`src/rtl/sap_pkg.sv`:
```
// sap_pkg: shared constants for the bus arbiter.
// Holds the FSM state encoding, default parameter values, the
// contention counter width/saturation value and the request-count codes.
package sap_pkg;

    localparam int unsigned DEFAULT_DATA_WIDTH  = 8;
    localparam int unsigned DEFAULT_NUM_SOURCES = 5;

    localparam int unsigned CNT_W = 8;
    localparam logic [CNT_W-1:0] CNT_SAT = 8'd255;

    // FSM state encoding as seen on the state output
    localparam logic [1:0] IDLE    = 2'b00;
    localparam logic [1:0] DRIVE   = 2'b01;
    localparam logic [1:0] CONTEND = 2'b10;

    // Active-request count, saturated at "two or more"
    localparam logic [1:0] REQS_NONE = 2'd0;
    localparam logic [1:0] REQS_ONE  = 2'd1;
    localparam logic [1:0] REQS_MANY = 2'd2;

endpackage

```
`src/rtl/bus_arb_select.sv`:
```
// bus_arb_select: combinational winner selection.
// Ports:
//   req      - active-high request vector, one bit per channel
//   ptr      - last granted index (only when BUS_ARBITER_RR_EN is defined)
//   grant_c  - one-hot winner, all zero when nothing requests
//   count_c  - active-request count: 0, 1 or 2 (= two or more)
// Macro BUS_ARBITER_RR_EN selects round-robin; otherwise lowest index wins.
module bus_arb_select
    import sap_pkg::*;
#(
    parameter int unsigned NUM_SOURCES = DEFAULT_NUM_SOURCES
) (
    input  logic [NUM_SOURCES-1:0] req,
`ifdef BUS_ARBITER_RR_EN
    input  logic [$clog2(NUM_SOURCES)-1:0] ptr,
`endif
    output logic [NUM_SOURCES-1:0] grant_c,
    output logic [1:0]             count_c
);

    // Request count, saturating at REQS_MANY
    always_comb begin
        count_c = REQS_NONE;
        for (int i = 0; i < int'(NUM_SOURCES); i++) begin
            if (req[i]) begin
                count_c = (count_c == REQS_NONE) ? REQS_ONE : REQS_MANY;
            end
        end
    end

`ifdef BUS_ARBITER_RR_EN
    localparam int unsigned PTR_W = $clog2(NUM_SOURCES);

    logic [31:0]      idx;
    logic [PTR_W-1:0] sel;
    logic             found;

    // Search starts one above the last grant and wraps to channel 0
    always_comb begin
        grant_c = '0;
        found   = 1'b0;
        idx     = '0;
        sel     = '0;
        for (int unsigned k = 1; k <= NUM_SOURCES; k++) begin
            idx = (32'(ptr) + 32'(k)) % 32'(NUM_SOURCES);
            sel = PTR_W'(idx);
            if (!found && req[sel]) begin
                grant_c[sel] = 1'b1;
                found        = 1'b1;
            end
        end
    end
`else
    // Fixed priority: scanning downward leaves the lowest active index
    always_comb begin
        grant_c = '0;
        for (int i = int'(NUM_SOURCES) - 1; i >= 0; i--) begin
            if (req[i]) begin
                grant_c    = '0;
                grant_c[i] = 1'b1;
            end
        end
    end
`endif

endmodule

```
`src/rtl/bus_arbiter.sv`:
```
// bus_arbiter: registered multi-source bus arbiter with contention status.
// Ports:
//   clk, reset_n       - system clock, asynchronous active-low reset
//   src_data           - packed source words, channel i at [i*DATA_WIDTH +: DATA_WIDTH]
//   src_enable_n       - active-low drive requests, one per channel
//   clear_status       - synchronous clear of contention count/sticky flag
//   bus_out, bus_valid - registered bus word and its valid flag
//   grant              - registered one-hot owner of bus_out (or zero)
//   state              - 00 IDLE, 01 DRIVE, 10 CONTEND
//   contention         - one-cycle pulse, aligned with grant
//   contention_sticky  - latched contention flag
//   contention_count   - saturating count of contention cycles
// Macro BUS_ARBITER_RR_EN enables round-robin arbitration in CONTEND.
module bus_arbiter
    import sap_pkg::*;
#(
    parameter int unsigned DATA_WIDTH  = DEFAULT_DATA_WIDTH,
    parameter int unsigned NUM_SOURCES = DEFAULT_NUM_SOURCES
) (
    input  logic                              clk,
    input  logic                              reset_n,
    input  logic [NUM_SOURCES*DATA_WIDTH-1:0] src_data,
    input  logic [NUM_SOURCES-1:0]            src_enable_n,
    input  logic                              clear_status,
    output logic [DATA_WIDTH-1:0]             bus_out,
    output logic                              bus_valid,
    output logic [NUM_SOURCES-1:0]            grant,
    output logic [1:0]                        state,
    output logic                              contention,
    output logic                              contention_sticky,
    output logic [CNT_W-1:0]                  contention_count
);

    logic [NUM_SOURCES-1:0] req_c;
    logic [NUM_SOURCES-1:0] sel_grant_c;
    logic [1:0]             req_count_c;

    logic [1:0]             state_d;
    logic [DATA_WIDTH-1:0]  bus_d;
    logic                   contend_c;
    logic                   sticky_d;
    logic [CNT_W-1:0]       count_d;

    assign req_c = ~src_enable_n;

`ifdef BUS_ARBITER_RR_EN
    localparam int unsigned PTR_W = $clog2(NUM_SOURCES);

    logic [PTR_W-1:0] ptr_q;
    logic [PTR_W-1:0] ptr_d;

    // Pointer follows every grant, in DRIVE as well as CONTEND
    always_comb begin
        ptr_d = ptr_q;
        for (int i = 0; i < int'(NUM_SOURCES); i++) begin
            if (sel_grant_c[i]) begin
                ptr_d = PTR_W'(i);
            end
        end
    end

    // Reset to the top index so channel 0 wins the first contention
    always_ff @(posedge clk or negedge reset_n) begin
        if (!reset_n) begin
            ptr_q <= PTR_W'(NUM_SOURCES - 1);
        end else begin
            ptr_q <= ptr_d;
        end
    end
`endif

    bus_arb_select #(
        .NUM_SOURCES (NUM_SOURCES)
    ) u_select (
        .req     (req_c),
`ifdef BUS_ARBITER_RR_EN
        .ptr     (ptr_q),
`endif
        .grant_c (sel_grant_c),
        .count_c (req_count_c)
    );

    // Next state depends only on the request count, never on the current state
    always_comb begin
        state_d = IDLE;
        case (req_count_c)
            REQS_ONE:  state_d = DRIVE;
            REQS_MANY: state_d = CONTEND;
            default:   state_d = IDLE;
        endcase
    end

    // Next-cycle output values
    always_comb begin
        bus_d     = '0;
        contend_c = (state_d == CONTEND);
        sticky_d  = contention_sticky;
        count_d   = contention_count;

        for (int i = 0; i < int'(NUM_SOURCES); i++) begin
            if (sel_grant_c[i]) begin
                bus_d = bus_d | src_data[i*int'(DATA_WIDTH) +: DATA_WIDTH];
            end
        end

        // A contention in the clearing cycle survives the clear
        if (clear_status) begin
            sticky_d = contend_c;
            count_d  = contend_c ? CNT_W'(1) : '0;
        end else if (contend_c) begin
            sticky_d = 1'b1;
            count_d  = (contention_count == CNT_SAT) ? CNT_SAT
                                                     : contention_count + CNT_W'(1);
        end
    end

    always_ff @(posedge clk or negedge reset_n) begin
        if (!reset_n) begin
            state             <= IDLE;
            bus_out           <= '0;
            bus_valid         <= 1'b0;
            grant             <= '0;
            contention        <= 1'b0;
            contention_sticky <= 1'b0;
            contention_count  <= '0;
        end else begin
            state             <= state_d;
            bus_out           <= bus_d;
            bus_valid         <= (state_d != IDLE);
            grant             <= sel_grant_c;
            contention        <= contend_c;
            contention_sticky <= sticky_d;
            contention_count  <= count_d;
        end
    end

endmodule

```
`config.mk`:
```
export PLATFORM = sky130hd
export DESIGN_NAME = bus_arbiter
export DESIGN_NICKNAME = d
export VERILOG_FILES = /design/src/rtl/sap_pkg.sv /design/src/rtl/bus_arb_select.sv /design/src/rtl/bus_arbiter.sv
export SDC_FILE = /design/constraint.sdc
export NUM_CORES = 1
export LEC_CHECK = 0
export ABC_AREA = 1
export BUFFER_PORTS_ARGS = -buffer_cell sky130_fd_sc_hd__buf_2
export CAP_MARGIN = 25
export CORE_MARGIN = 3
export CORE_UTILIZATION = 44
export DETAILED_ROUTE_END_ITERATION = 16
export PLACE_DENSITY = 0.88
export SYNTH_ARGS = -nofsm -noshare
export SYNTH_HDL_FRONTEND = slang
export SYNTH_SLANG_ARGS = --single-unit
export TNS_END_PERCENT = 5
```
`constraint.sdc`:
```
create_clock -name clk -period 1.8 [get_ports clk]
set_input_delay 0.18 -clock clk [delete_from_list [all_inputs] [get_ports clk]]
set_output_delay 0.18 -clock clk [all_outputs]
set_load 0.01 [all_outputs]
```
==> results.json <==
{
  "skew_ps": 1.969,
  "cp_max_fo": 7,
  "crit_slowest_cell": "dfrtp_1",
  "vias_per_cell": 4.883,
  "cts.sinks": 25,
  "syn_avg_cell_area_um2": 8.050,
  "relSlewSlack_pct": 62.12,
  "crit_path_max_incr_delay_ps": 450,
  "ys_types": 27,
  "outcome": "finished, final reports clean",
  "cts_root_buf": "clkbuf_4",
  "hold_violations": 0,
  "cp.arrival_ps": 1730,
  "drive_gt1_share_pct": 36.14,
  "drtAntennaViolNets": 0,
  "syn_inst": 173,
  "critPathTopFamily": "simple AND/OR/NAND/NOR gates",
  "dp.cells": 286,
  "drtIter0Drc": 58,
  "final_util_pct": 63.98,
  "fin_crit_ps": 1523,
  "synth_edf_count": 0,
  "worst_ir_drop_vdd_uv": 291.6,
  "rr_startpoint": "contention_count[0]",
  "worstMarginPinSlew_ps": 565.1,
  "yosysTopAreaCell": "dfrtp_1",
  "power-per-cell-area_mw_per_mm2": 649.1,
  "fin_nets": 302,
  "syn_nets": 225,
  "grt.overflow.total": 0,
  "ys_warn_count": 0,
  "timing.hold.ws_ps": 71.45,
  "dp_hpwl_um": 2784,
  "critical_path_class": "flop to flop",
  "num_antenna_cells": 0,
  "dp_slack_ps": 222.1,
  "ys_seq_area_share_pct": 44.92,
  "final_common_cell": "buf_2",
  "holdCritStartpoint": "src_data[35]",
  "clk_path_buf_depth": 2,
  "layout_setup_ws_ps": 277.5,
  "netlist.area_leader.share_pct": 44.92,
  "cp-startpoint": "contention_count[0]",
  "crit_top_cell": "nand2_1",
  "vias": 1421,
  "critPathCaptureType": "flop",
  "pin_count": 74,
  "area_growth_pct": 32.17,
  "ys.flop_type": "dfrtp_1",
  "path_buf_inv": 1,
  "clock_latency_ps": 300,
  "drc": 0,
  "firstDrtPassIters": 4,
  "start_util_pct": 48.41,
  "grt_max_degree": 26,
  "crit_required_ps": 2010,
  "wl_um": 3406,
  "most-common-layout-cells": "buf_2 (73), nand2_1 (59), dfrtp_1 (25)",
  "cts_inserted_buffers": 3,
  "rows": 19,
  "hold_path_class": "input pin to flop",
  "p_leak_nw": 0.9992,
  "max-cap-violations": 0,
  "core_mm2": 0.002877,
  "fin_tns_setup_ps": 0,
  "grt_pass1_vias": 1267,
  "fmax_mhz": 656.8,
  "placed_area_mm2": 0.001803,
  "yosys-top-cells-area": "dfrtp_1 (45%), nand2_1 (16%), nand4_1 (7.6%)",
  "cts_resized": 0,
  "grt_pass1_wl_um": 5671,
  "dieHeight_um": 62.26,
  "path_clk_slew_ps": 130,
  "cts_tree": "done",
  "finalInstanceArea_mm2": 0.001841,
  "htreeDepth": 1,
  "maxSlewViolCount": 0,
  "rsz0062_at_grt": "false",
  "power_mw": 1.195,
  "track_usage_pct": 17.90,
  "yosys_register_bits": 25,
  "start_kind": "flop",
  "route.detailed.wl_per_inst_um": 11.70,
  "io_buffer_count": 73,
  "dieArea_mm2": 0.003876,
  "grt_antenna_before_repair": 0,
  "dieWidth_um": 62.26,
  "reg2reg_setup_slack_ps": 280,
  "path_cells": "ha_1 > nand2_1 > nor2_1 > nand2_1 > nand3_1 > nand2_1 > inv_1 > nand2_1 > nand2_1",
  "netlist_area_mm2": 0.001393,
  "setup_viol_count_final": 0,
  "period_share_pct": 84.58,
  "gp_congestion": 0.8665,
  "synthArstFlopShare_pct": 100.0,
  "instances_no_fill": 291
}
-- worst register-to-register path: stages, from the launching register on --
cell     delay, ps
dfrtp_1        450
ha_1           250
nand2_1        140
nor2_1          70
nand2_1        200
nand3_1        110
nand2_1         60
inv_1           50
nand2_1         60
nand2_1         50
-- layer usage --
layer / wire length (um) / GRT usage (%)
met5: 0 / 0
met4: 15 / 5.510
met3: 228 / 2.162
met2: 1638 / 29.70
met1: 1524 / 24.51
-- final cells by class --
| class | count | area [um2] |
|---|---|---|
| fill | 258 | 1036 |
| inverter | 19 | 71.32 |
| timing repair buffer | 76 | 390.4 |
| multi-input combinational | 125 | 673.1 |
| sequential | 25 | 625.6 |
| clock buffer | 3 | 22.52 |
| clock inverter | 1 | 5.005 |
| tap | 42 | 52.55 |
-- registers in the layout, indices dropped and copies added, names as in the netlist --
register,count
bus_out,8
bus_valid,1
contention,1
contention_count,8
contention_sticky,1
grant,5
state,1
-- cells in the mapped netlist, types with 2 or more instances --
master / number
nand2_2: 3
dfrtp_1: 25
xnor2_1: 2
nand3_1: 8
a22oi_1: 8
o21ai_0: 3
inv_1: 16
nand4_1: 17
clkinv_1: 2
nand2_4: 2
a21oi_1: 3
buf_4: 2
nand2_1: 59
nor2_1: 7
ha_1: 4
-- worst paths after layout --
kind,endpoint,cells past startpoint
max in group asynchronous,grant[3],2
min in group asynchronous,state[0],2
worst min-delay path,bus_out[3],3
worst max-delay path,contention_count[5],9
worst max register to register,contention_count[5],9
worst min register to register,contention_sticky,2
-- cell families (layout without fill, tap and decap cells) --
logic type | Yosys count | count (layout) | share of synthesized area [%]
adders and majority gates | 4 | 4 | 3.594
xor gates and xnor gates | 3 | 3 | 1.887
buffers and inverters | 23 | 99 | 6.738
DFF | 25 | 25 | 44.92
and+or+nand+nor | 101 | 101 | 34.77
AOI/OAI and AO/OA | 17 | 17 | 8.086
-- what timing repair did --
item,in CTS,in global routing
hold endpoints to repair,25,0
hold buffers,1,0
buffers inserted,0,0
setup endpoints to repair,0,0
-- power breakdown --
group          switching [mW]  leakage (nW)  internal, mW  total [mW]
clock                   0.154        0.0177        0.0828       0.237
sequential             0.0331         0.314         0.609       0.642
combinational           0.178         0.668         0.138       0.316
total                   0.364         0.999         0.830        1.19
No activity file was read; power rests on OpenSTA's default activity.
